==> config.mk <==
export PLATFORM = sky130hd
export DESIGN_NAME = regchk_trace_fifo
export DESIGN_NICKNAME = d
export VERILOG_FILES = /design/src/rtl/regchk_pkg.sv /design/src/rtl/regchk_trace_fifo.sv
export SDC_FILE = /design/constraint.sdc
export NUM_CORES = 1
export LEC_CHECK = 0
export CORE_MARGIN = 8
export CORE_UTILIZATION = 50
export CTS_CLUSTER_DIAMETER = 150
export DETAILED_ROUTE_END_ITERATION = 12
export GPL_ROUTABILITY_DRIVEN = 0
export PLACE_DENSITY_LB_ADDON = 0.08
export SYNTH_ARGS = -nofsm -noshare
export SYNTH_HDL_FRONTEND = slang
export SYNTH_SLANG_ARGS = --single-unit
==> constraint.sdc <==
create_clock -name clock -period 7.9 [get_ports clock]
set_clock_uncertainty 0.15 [all_clocks]
set_input_delay 1.975 -clock clock [delete_from_list [all_inputs] [get_ports clock]]
set_output_delay 1.975 -clock clock [all_outputs]
set_load 0.02 [all_outputs]
==> src/rtl/regchk_pkg.sv <==
// Shared state encoding and trace-entry layout for the register-file scan checker.
package regchk_pkg;
  localparam int TE_CYCLE_W = 10;
  localparam int TE_ADDR_W  = 5;
  localparam int TE_DATA_W  = 32;

  typedef enum logic [2:0] {IDLE, CPU_RST, RUN, SCAN, CMP_LAST, DONE} state_e;

  typedef struct packed {
    logic [TE_CYCLE_W-1:0] cycle;
    logic [TE_ADDR_W-1:0]  reg_idx;
    logic [TE_DATA_W-1:0]  data;
  } trace_entry_t;
endpackage

==> src/rtl/regchk_trace_fifo.sv <==
// Ready/valid FIFO of trace entries; a push into a full FIFO is accepted when a pop happens the same cycle.
module regchk_trace_fifo
  import regchk_pkg::*;
#(
  parameter int DEPTH = 16,
  localparam int AW   = $clog2(DEPTH)
) (
  input  logic         clock,
  input  logic         reset,
  input  logic         push,
  input  trace_entry_t push_data,
  output logic         full,
  input  logic         pop,
  output logic         valid,
  output trace_entry_t head
);
  trace_entry_t  mem_q [DEPTH];
  logic [AW-1:0] wr_q, wr_d, rd_q, rd_d;
  logic [AW:0]   cnt_q, cnt_d;
  logic          push_ok, pop_ok;

  assign full    = (cnt_q == (AW+1)'(DEPTH));
  assign valid   = (cnt_q != '0);
  assign pop_ok  = pop && valid;
  assign push_ok = push && (!full || pop_ok);
  assign head    = mem_q[rd_q];

  always_comb begin
    wr_d  = wr_q;
    rd_d  = rd_q;
    cnt_d = cnt_q;
    if (push_ok) wr_d = wr_q + AW'(1);
    if (pop_ok)  rd_d = rd_q + AW'(1);
    if (push_ok && !pop_ok)      cnt_d = cnt_q + (AW+1)'(1);
    else if (pop_ok && !push_ok) cnt_d = cnt_q - (AW+1)'(1);
  end

  always_ff @(posedge clock) begin
    if (reset) begin
      wr_q  <= '0;
      rd_q  <= '0;
      cnt_q <= '0;
    end else begin
      wr_q  <= wr_d;
      rd_q  <= rd_d;
      cnt_q <= cnt_d;
    end
  end

  always_ff @(posedge clock) begin
    if (push_ok) mem_q[wr_q] <= push_data;
  end
endmodule

==> results of run 1 <==
layer usage:
layer,vias to the layer above,GRT usage [%]
met5,-,0
met4,2,5.23
met3,79,3.53
met2,381,30.8
met1,7203,27.1
li1,5685,-
kinds of logic (layout without fill, tap and decap cells):
| logic type | Yosys count | in the layout | synth area share (%) |
|---|---|---|---|
| DFF | 769 | 769 | 78.9 |
| muxes | 191 | 191 | 14.7 |
| and+or+nand+nor | 110 | 110 | 1.62 |
| AOI/OAI and AO/OA | 106 | 106 | 2.81 |
| buffers and inverters | 75 | 282 | 1.35 |
| adders and majority gates | 10 | 10 | 0.456 |
| xor gates and xnor gates | 8 | 8 | 0.241 |
| other | 0 | 2 | 0 |
through the flow:
stage          util [%]  setup slack [ns]  instances  instance area, µm²
6_report           58.3              2.11       2243               33600
5_1_grt            58.3              1.78       2242               33600
4_1_cts            58.3              1.92       2241               33600
3_5_place_dp       54.0              2.58       2099               31100
3_3_place_gp       54.0              2.60       2099               31100
2_1_floorplan         -              1.63       1269               29100
cells in the mapped netlist:
cell type	n	area, µm²
nand3_1	7	35.0
ha_1	9	113
nand2b_1	2	12.5
fa_1	1	20.0
o211ai_1	1	7.51
nand2_1	53	199
buf_2	10	50.1
mux2_1	1	11.3
nor2b_1	2	12.5
clkbuf_1	40	150
or4_4	1	11.3
xnor2_1	3	26.3
nand4_1	1	6.26
nor4bb_1	1	10.0
and2_1	1	6.26
a21o_1	1	7.51
buf_1	3	11.3
nand3b_1	1	7.51
mux4_2	188	4230
nor4_1	2	12.5
inv_2	2	7.51
a211oi_1	1	7.51
a31oi_1	1	6.26
o21ai_2	1	8.76
xor2_1	5	43.8
nor3b_1	1	7.51
buf_4	2	15.0
a21oi_1	5	25.0
a22oi_1	94	706
inv_1	6	22.5
or3_1	1	6.26
nor3_1	5	25.0
o31ai_4	1	21.3
mux2i_1	2	20.0
edfxtp_1	752	22600
dfxtp_1	17	340
o311ai_4	1	26.3
nor2_1	32	120
buf_6	12	135
final timing paths:
check	to	slack [ns]	cells past startpoint
max	head[0]	2.11	5
min	register	0.37	2
max reg2reg	cnt_q[4]$_SDFFE_PP0P_	4.75	9
min reg2reg	register	0.37	2
registers in the layout, summed over array words and instances (netlist names), named ones only:
signal  cells
mem_q     752
rd_q        4
wr_q        4
cnt_q       5
critical path, cell delays in order (launching register included):
cell             delay, ns
dfxtp_4               0.92
buf_4                 0.60
mux4_2                0.58
a22oi_1               0.21
nand2_1               0.11
clkdlybuf4s50_1       0.55
power by group through the flow:
stage	clock, W	combinational [W]	sequential (W)
finish	0.00362	0.00220	0.00471
detailed placement	0	0.00225	0.00481
global route	0.00384	0.00237	0.00473
floorplan	0	0.00162	0.00470
CTS	0.00368	0.00226	0.00472
global placement	0	0.00225	0.00480
final cells by class:
type,count,area [µm²]
Fill cell,4157,24000
Sequential cell,769,22900
Multi-Input combinational cell,425,5880
Clock buffer,108,2190
Timing Repair Buffer,132,1280
Tap cell,765,957
Clock inverter,34,313
Inverter,8,30.0
Antenna cell,2,5.00
==> flow_metrics.py, run 1 <==
metrics = {
    "clock_network": {
        "cts_tree": "yes",
        "htree_levels": 3,
        "cts_sinks": 769,
        "clockBufferDepth": 3,
        "post-cts-setup-buffers": 0,
        "cts_made_buffers": 79,
        "path_clk_slew_ns": 0.05,
        "hold_buffers": 0,
        "root_buffer": "clkbuf_16",
        "cts.repair.resized": 0,
        "clk_latency_ns": 0.60,
    },
    "floorplanning": {
        "core_region_area_um2": 57600,
        "fp.dieH_um": 257,
        "die_area_um2": 66100,
        "io_pins": 100,
        "start_util_pct": 50.5,
        "die_x_um": 257,
        "num_rows": 88,
    },
    "setup_path": {
        "start_kind": "register",
        "crit_fanout": 41,
        "cp-end-kind": "output port",
        "crit_arrival_ns": 3.67,
        "reg2reg_from": "cnt_q[0]$_SDFFE_PP0P_",
        "cp_data_required_time_ns": 5.78,
        "critPathKind": "register to output port",
    },
    "timing": {
        "whs_ns": 0.371,
        "finalSetupViolations": 0,
        "tightest_slew_ns": 1.29,
        "maxSlewViolCount": 0,
        "fin_tns_setup_ns": 0,
        "fmax_ghz": 0.173,
        "fin_crit_sh_pct": 73.3,
        "finalHoldViolCount": 0,
        "rsz0062_at_grt": "no",
        "finalCriticalPeriod_ns": 5.79,
        "slew_headroom_pct": 14.0,
    },
    "pwr": {
        "switching_share_pct": 25.7,
        "p_switching_w": 0.00270,
        "power_density_nw_per_um2": 314,
        "p_int_w": 0.00783,
        "peakVddDrop_v": 0.000234,
        "finalPower_w": 0.0105,
        "pwr-share-comb_pct": 20.9,
        "p_leak_nw": 10.4,
        "pwr-share-seq_pct": 44.7,
        "clkPwrFrac_pct": 34.3,
    },
    "yosys": {
        "synth_warnings": 0,
        "synthCells": 1269,
        "ys_seq_elements": 769,
        "synth_fp_nets": 1330,
        "yosysUniqueCellTypes": 39,
        "synth_area_um2": 29100,
        "synth.yosys.seq_area_share_pct": 78.9,
        "synth_area_per_cell_um2": 22.9,
    },
    "detailed_routing": {
        "wl_per_cell_um": 28.2,
        "wirelength_mm": 63.2,
        "top_layer_used": "met5",
        "ant_nets": 0,
        "post_drt_via_cell_ratio": 5.95,
        "dr_wl_met3_mm": 3.95,
        "drt-pass1-iter-count": 5,
        "dr_wl_met2_mm": 30.9,
        "drc": 0,
        "vias": 13400,
        "drt_iter0_drc": 1234,
        "wl_met1_mm": 27.2,
    },
    "grt": {
        "grt_pass1_wl_mm": 94.6,
        "grt_max_degree": 88,
        "overflow": 0,
        "antenna_found_initial": 5,
        "grt_usage_pct": 19.2,
        "grt_pass1_vias": 14300,
    },
    "min_path": {
        "min-delay-start": "rd_q[3]$_SDFFE_PP0N_",
        "hold_class": "register to register",
    },
    "cells_and_area": {
        "layout.cells.most_common_list": "edfxtp_1, mux4_2, clkdlybuf4s50_1, a22oi_1, clkbuf_16",
        "fin_nets": 1476,
        "drive_gt1_share_pct": 23.6,
        "final_common_cell": "edfxtp_1",
        "area_growth_pct": 15.5,
    },
    "placement": {
        "hpwlAfterDp_mm": 33.8,
        "portBuffers": 99,
    },
    "job": {
        "drv_cap": 0,
    },
    "status": {
        "status": "completed",
    },
}
Power figures use the tool's default switching activity.
==> run 2, diff against run 1 <==
- clock period: 7.9 -> 4.8 ns (I/O delays scaled with it)
==> run 2 against run 1 <==
Net effect: power up 64%; die area is the same; critical path type unchanged; sequential share of layout area shrank 0.82 points; highest routed layer unchanged; clock power up 64%; global-route usage up 0.057 points; sequential power grew 63%; design area grew 1.2%; register-to-register slack got worse by 3.0 ns; sequential cell count is the same.
==> flow_metrics.py, run 2 (synthesized netlist as in run 1, its figures left out) <==
metrics = {
    "timing": {
        "fmax_ghz": 0.223,
        "finalSetupViolations": 0,
        "finalHoldViolCount": 0,
        "rsz0062_at_grt": "no",
        "finalCriticalPeriod_ns": 4.48,
        "tightest_slew_ns": 0.963,
        "whs_ns": 0.372,
        "maxSlewViolCount": 0,
        "fin_crit_sh_pct": 93.4,
        "fin_ws_ns": 0.319,
        "slew_headroom_pct": 35.8,
    },
    "placement": {
        "portBuffers": 99,
        "dpl_cell_area_um2": 31500,
        "pre_cts_slack_ns": 0.830,
        "dp_cells": 2113,
        "hpwlAfterDp_mm": 32.4,
    },
    "cells_and_area": {
        "layout.cells.most_common_list": "edfxtp_1, mux4_2, clkdlybuf4s50_1, a22oi_1, clkbuf_16",
        "final_common_cell": "edfxtp_1",
        "stdcell_area_um2": 34000,
        "nFillCells": 4103,
        "drive_gt1_share_pct": 24.7,
        "num_antenna_cells": 0,
        "largest_reg_flops": 752,
        "fin_nets": 1490,
        "reg_top3": "mem_q x752, cnt_q x5",
        "largest_register": "mem_q",
        "area_growth_pct": 17.0,
        "final_cell_count_no_fill": 2256,
    },
    "detailed_routing": {
        "wl_per_cell_um": 28.2,
        "ant_nets": 0,
        "wirelength_mm": 63.7,
        "drt_iter0_drc": 1188,
        "drt-pass1-iter-count": 5,
        "drc": 0,
        "post_drt_via_cell_ratio": 5.96,
        "vias": 13400,
    },
    "pwr": {
        "clkPwrFrac_pct": 34.4,
        "p_switching_w": 0.00438,
        "pwr-share-seq_pct": 44.2,
        "p_leak_nw": 10.6,
        "power_density_nw_per_um2": 509,
        "pwr-share-comb_pct": 21.4,
        "p_int_w": 0.0129,
        "switching_share_pct": 25.3,
        "finalPower_w": 0.0173,
        "peakVddDrop_v": 0.000388,
    },
    "clock_network": {
        "cts.repair.resized": 0,
        "hold_buffers": 0,
        "htree_levels": 3,
        "root_buffer": "clkbuf_16",
        "post-cts-setup-buffers": 0,
        "cts_sinks": 769,
        "cts_tree": "yes",
        "cts_made_buffers": 79,
        "clockBufferDepth": 3,
        "path_clk_slew_ns": 0.06,
        "clk_latency_ns": 0.60,
    },
    "setup_path": {
        "critPathKind": "register to output port",
        "crit_fanout": 20,
        "cp_data_required_time_ns": 3.45,
        "start_kind": "register",
        "cp-end-kind": "output port",
        "crit_arrival_ns": 3.13,
    },
    "floorplanning": {
        "io_pins": 100,
        "fp.dieH_um": 257,
        "start_util_pct": 50.5,
        "die_x_um": 257,
        "core_region_area_um2": 57600,
        "die_area_um2": 66100,
        "num_rows": 88,
    },
    "grt": {
        "grt_usage_pct": 19.2,
        "overflow": 0,
        "antenna_found_initial": 1,
        "grt_pass1_vias": 14300,
        "grt_pass1_wl_mm": 94.1,
        "grt_max_degree": 64,
    },
    "status": {
        "status": "completed",
    },
    "job": {
        "drv_cap": 0,
    },
    "min_path": {
        "hold_class": "register to register",
    },
}
## run 2: cell types whose count changed in the layout (fill, tap and decap cells not counted), sizes merged
cell      previous run  this run
diode                2         0
buf                 33        47
clkinvlp             0         2
clkbuf             108       100
clkinv              27        33
inv                  9        10
## run 2: area by class of cell
type | instances | area (µm²) | share of cell area [%]
clock inverters | 43 | 363 | 1.07
inverters | 8 | 30.0 | 0.0883
flip-flops and latches | 769 | 22900 | 67.4
multi-input cells | 425 | 5900 | 17.3
repair buffers | 146 | 1670 | 4.91
clock buffers | 100 | 2150 | 6.33
well taps | 765 | 957 | 2.82
## run 2: worst paths after layout
kind                         startpoint                    end  slack (ns)  cells past startpoint
hold reg to reg    rd_q[3]$_SDFFE_PP0N_               register        0.37                      2
hold / removal     rd_q[3]$_SDFFE_PP0N_               register        0.37                      2
setup reg to reg  cnt_q[0]$_SDFFE_PP0P_  cnt_q[4]$_SDFFE_PP0P_        1.71                      9
setup / recovery               register               head[44]        0.32                      6
## run 2: power by group through the flow
| stage | clock (W) | sequential [W] | combinational, W |
|---|---|---|---|
| after global routing | 0.00634 | 0.00767 | 0.00399 |
| after detailed placement | 0 | 0.00780 | 0.00379 |
| after floorplan | 0 | 0.00774 | 0.00266 |
| final | 0.00595 | 0.00766 | 0.00371 |
| after CTS | 0.00609 | 0.00766 | 0.00381 |
| after global placement | 0 | 0.00779 | 0.00378 |
## run 2: routing by layer
layer  track usage [%]  vias up  share of wire, %  routed length, µm
li1                  -     5731                 -                  -
met1              26.4     7308                43              27400
met2              31.9      302                50              32100
met3              3.24       92               4.6               2930
met4              5.29        2               1.8               1180
met5                 0        -             0.022                 14
## run 2: per-stage QoR
stage	TNS [ns]	utilization [%]
final	0	59.0
after global routing	0	59.0
after CTS	0	59.0
after detailed placement	0	54.7
after global placement	0	54.7
after floorplan	-130.62	-
## run 2: worst max-delay path, stage by stage, from the launching register on
cell and delay, ns:
dfxtp_4 0.51, buf_12 0.26, buf_4 0.31, mux4_2 0.55, a22oi_1 0.23, nand2_1 0.09
clkdlybuf4s50_1 0.55
==> run 3, diff against run 2 <==
- HOLD_SLACK_MARGIN: unset -> 0.02
==> results of run 3 <==
The final DEF is identical to that of run 2; final timing and power are the same.
